==> config.mk <==
export PLATFORM = sky130hd
export DESIGN_NAME = mem_master
export DESIGN_NICKNAME = d
export VERILOG_FILES = /design/src/rtl/mem_master_pkg.sv /design/src/rtl/mem_master.sv
export SDC_FILE = /design/constraint.sdc
export NUM_CORES = 1
export LEC_CHECK = 0
export BUFFER_PORTS_ARGS = -buffer_cell sky130_fd_sc_hd__buf_2
export CAP_MARGIN = 5
export CORE_ASPECT_RATIO = 1.25
export CORE_UTILIZATION = 33
export DETAILED_ROUTE_END_ITERATION = 10
export PLACE_DENSITY = 0.54
export SLEW_MARGIN = 30
export SYNTH_ARGS = -nofsm -noshare
export SYNTH_HDL_FRONTEND = slang
export SYNTH_SLANG_ARGS = --single-unit
==> constraint.sdc <==
create_clock -name clk -period 2.6 [get_ports clk]
set_input_delay 0.52 -clock clk [delete_from_list [all_inputs] [get_ports clk]]
set_output_delay 0.52 -clock clk [all_outputs]
set_load 0.01 [all_outputs]
==> src/rtl/mem_master_pkg.sv <==
// mem_master_pkg: state encoding and access latency constants for mem_master
package mem_master_pkg;
  localparam logic [2:0] S_IDLE = 3'd0;
  localparam logic [2:0] S_RD_LO = 3'd1;
  localparam logic [2:0] S_RD_LO_DATA = 3'd2;
  localparam logic [2:0] S_RD_HI = 3'd3;
  localparam logic [2:0] S_RD_HI_DATA = 3'd4;
  localparam logic [2:0] S_WR_LO = 3'd5;
  localparam logic [2:0] S_WR_HI = 3'd6;
  localparam logic [2:0] S_RESPOND = 3'd7;
  typedef enum logic [2:0] {
    IDLE = S_IDLE,
    RD_LO = S_RD_LO,
    RD_LO_DATA = S_RD_LO_DATA,
    RD_HI = S_RD_HI,
    RD_HI_DATA = S_RD_HI_DATA,
    WR_LO = S_WR_LO,
    WR_HI = S_WR_HI,
    RESPOND = S_RESPOND
  } state_t;
  localparam int LAT_RD_BYTE = 3;
  localparam int LAT_RD_WORD = 5;
  localparam int LAT_WR_BYTE = 2;
  localparam int LAT_WR_WORD = 3;
endpackage

==> src/rtl/mem_master.sv <==
// mem_master: byte/word request sequencer for a synchronous byte RAM with one-cycle read latency
module mem_master
  import mem_master_pkg::*;
#(
  parameter int ADDR_WIDTH = 10,
  parameter int DATA_WIDTH = 8
) (
  input  logic                    clk,
  input  logic                    reset,
  input  logic                    req_valid,
  output logic                    req_ready,
  input  logic                    req_write,
  input  logic                    req_word,
  input  logic [ADDR_WIDTH-1:0]   req_address,
  input  logic [2*DATA_WIDTH-1:0] req_data,
  output logic                    rsp_valid,
  output logic [2*DATA_WIDTH-1:0] rsp_data,
  output logic                    busy,
  output logic [ADDR_WIDTH-1:0]   ram_address,
  output logic [DATA_WIDTH-1:0]   ram_data_in,
  output logic                    ram_write_enable,
  input  logic [DATA_WIDTH-1:0]   ram_data_out
);
  state_t state, state_n;
  logic word_q;
  logic [ADDR_WIDTH-1:0] addr_q;
  logic [DATA_WIDTH-1:0] hi_q;
  assign req_ready = state == IDLE;
  assign busy = state != IDLE;
  always_ff @(posedge clk)
    state <= !reset ? IDLE : state_n;
  always_comb begin
    state_n = IDLE;
    case (state)
      IDLE:       state_n = req_valid ? (req_write ? WR_LO : RD_LO) : IDLE;
      RD_LO:      state_n = RD_LO_DATA;
      RD_LO_DATA: state_n = word_q ? RD_HI : RESPOND;
      RD_HI:      state_n = RD_HI_DATA;
      RD_HI_DATA: state_n = RESPOND;
      WR_LO:      state_n = word_q ? WR_HI : RESPOND;
      WR_HI:      state_n = RESPOND;
      default:    state_n = IDLE;
    endcase
  end
  // rsp_data is cleared on accept so writes and byte reads return zero in unused bytes
  always_ff @(posedge clk) begin
    if (!reset) begin
      ram_write_enable <= 1'b0;
      ram_address <= '0;
      ram_data_in <= '0;
      rsp_valid <= 1'b0;
      rsp_data <= '0;
    end else begin
      rsp_valid <= state_n == RESPOND;
      case (state)
        IDLE: if (req_valid) begin
          word_q <= req_word;
          addr_q <= req_address;
          hi_q <= req_data[2*DATA_WIDTH-1:DATA_WIDTH];
          ram_address <= req_address;
          rsp_data <= '0;
          ram_write_enable <= req_write;
          if (req_write) ram_data_in <= req_data[DATA_WIDTH-1:0];
        end
        RD_LO_DATA: begin
          rsp_data[DATA_WIDTH-1:0] <= ram_data_out;
          if (word_q) ram_address <= addr_q + ADDR_WIDTH'(1);
        end
        RD_HI_DATA: rsp_data[2*DATA_WIDTH-1:DATA_WIDTH] <= ram_data_out;
        WR_LO: if (word_q) begin
          ram_address <= addr_q + ADDR_WIDTH'(1);
          ram_data_in <= hi_q;
        end else ram_write_enable <= 1'b0;
        WR_HI: ram_write_enable <= 1'b0;
        default: ;
      endcase
    end
  end
endmodule
==> metrics.yaml <==
fin_util_pct: 44.0
r2r-start: "state[0]"
cts_tree: "yes"
ys_ff_latch: 58
grt_overflow_total: 0
fmax_ghz: 0.493
finalCritPeriodShare_pct: 77.9
path_cells: "and3b_1, a32o_2, nor2_1, a311oi_1"
grt_max_degree: 20
final_cell_area_um2: 3130
critPathCapture: "ram_data_in[0]"
grt_use_total_pct: 17.0
crit_fanout: 16
grt_pass1_vias: 2084
path_clk_slew_ns: 0.07
wl_per_cell_um: 14.8
maxSlewViolCount: 0
outcome: "completed"
multi_input_area_um2: 1030
end_kind: "flop"
hpwl_mm: 4.35
worstPathArrival_ns: 2.27
core_area_um2: 7100
crit_path_start: "state[0]"
io_buffers: 76
diodes: 0
finalSetupViolations: 0
cp.required_ns: 2.84
drive_gt1_share_pct: 31.9
synth_nets: 285
gp_congestion: 0.767
cts_sinks: 58
fillers: 706
clock-root-buffer: "clkbuf_8"
postCtsSetupRepairBufs: 0
maxSlewHeadroom_pct: 53.8
finalWorstPathRequiredPeriod_ns: 2.03
slowest_stage: "dfxtp_1"
ant_nets: 0
synth_edf_count: 19
ios: 77
vias: 2162
holdBufCountCts: 0
htree_levels: 3
worst_pin_slew_ns: 0.693
synth_area_per_cell_um2: 10.0
start_util_pct: 34.6
finalClockSkew_ns: 0.00992
synth_area_um2: 2460
rrSetupSlack_ns: 0.57
rsz0062_at_grt: "no"
fp-row-count: 34
cts-resized-gates: 0
max_cap_viol_count: 0
critical-path-max-stage-delay_ns: 0.69
async_flop_share_pct: 0
synth_cell_types: 46
nets: 364
postPlaceCellArea_um2: 2930
antenna_found_initial: 0
syn_inst: 245
drtIter0Drc: 125
holdPathStages: 1
cts_buffers: 9
leakage_nw: 1.29
clockBufferDepth: 2
drtPass1Iterations: 4
powerDensity_nw_per_um2: 766
r2r-end: "ram_data_in[0]"
synth-warning-count: 0
chipWidth_um: 79.2
grt_pass1_wl_mm: 10.0
drt-vias-per-instance: 5.16
yosysSeqAreaShare_pct: 55.0
vdd_drop_max_mv: 0.342
synth_largest_area_cell: "dfxtp_1"
die_h_um: 98.5
area.growth.synth_to_final_pct: 27.2
ys_top_cells_by_area: "dfxtp_1, edfxtp_1, nor2_1, a22oi_1, nand2_1"
fin_setup_tns_ns: 0
min-delay-path-class: "primary input to flop"
critPathKind: "flop to flop"
regArea_um2: 1350
die_area_um2: 7800
start_kind: "flop"
ys.flop_type: "dfxtp_1"
synth_top_area_share_pct: 31.8
worstRegToRegCells: 4
drt_wl_total_mm: 6.18
finalHoldViolations: 0
drc: 0
clock_latency_ns: 0.34
-- routing by layer --
metal	vias to the layer above	share of wire (%)	track usage [%]
met3	8	5.8	5.37
met5	-	0	0
met1	1026	43	20.3
li1	1079	-	-
met4	0	1.8	9.51
met2	49	49	26.7
-- synth_stat cells (all sizes together), types with 4 or more instances --
cell	count
inv	4
nand2	32
dfxtp	39
buf	6
clkbuf	7
nand3	9
o21ai	8
a21oi	4
nor2	34
o221ai	5
edfxtp	19
o22ai	5
a311oi	9
a22oi	16
nor3	9
-- stage by stage --
step	std cells	setup slack (ns)	power (W)	hold slack, ns
6_report	419	0.573	0.00240	0.363
5_1_grt	419	0.384	0.00252	0.338
4_1_cts	419	0.554	0.00243	0.346
3_5_place_dp	403	0.555	0.00161	0.462
3_3_place_gp	403	0.614	0.00160	0.464
2_1_floorplan	245	0.859	0.00143	0.488
-- sequential cells by signal (all words and copies together), names as in the netlist --
signal	cells
rsp_data	16
ram_data_in	8
state	3
addr_q	10
ram_address	10
ram_write_enable	1
rsp_valid	1
word_q	1
hi_q	8
-- cell type report --
| type | instances | share of cell area [%] |
|---|---|---|
| clock buffers | 13 | 5.76 |
| inverters | 4 | 0.480 |
| flip-flops and latches | 58 | 43.2 |
| well taps | 90 | 3.60 |
| repair buffers | 81 | 13.4 |
| multi-input cells | 170 | 33.0 |
| clock inverters | 3 | 0.600 |
-- worst min path at each step --
stage                           endpoint            from
after detailed placement  ram_address[5]  ram_address[5]
after global placement    ram_address[2]  ram_address[2]
after global routing             hi_q[2]    req_data[10]
after CTS                        hi_q[2]    req_data[10]
final                            hi_q[3]    req_data[11]
after floorplan           ram_address[2]  ram_address[2]
-- logic make-up after synthesis --
group / count (synthesis) / synth area share [%]
compound gates: 63 / 19.9
xor+xnor: 3 / 1.07
fa+ha+maj: 1 / 0.509
buf+inv: 17 / 3.10
flops: 58 / 55.0
simple gates: 103 / 20.5
-- cells in the final DEF, fill, tap and decap left out, drive strengths merged, types with 3 or more instances in the layout --
cell type	synthesis	final
xnor2	3	3
a22oi	16	16
dfxtp	39	39
edfxtp	19	19
nand2	32	32
o21ai	8	8
clkbuf	7	13
nor2	34	34
o221ai	5	5
nor3	9	9
a21oi	4	4
nor4	3	3
and3	3	3
nand3	9	9
inv	4	5
nor3b	3	3
buf	6	81
a311oi	9	9
o22ai	5	5
-- critical path: cells and delay by family, from the launching register on --
| family | cells | cell delay [ns] |
|---|---|---|
| AO/OA/AOI/OAI | 2 | 0.65 |
| AND/OR/NAND/NOR | 2 | 0.60 |
| flip-flops | 1 | 0.69 |
-- power breakdown --
part | switching, W | internal, W
clock | 0.000360 | 0.000455
combinational | 0.000281 | 0.000203
sequential | 0.0000698 | 0.00103
(Power assumes the default switching activity.)
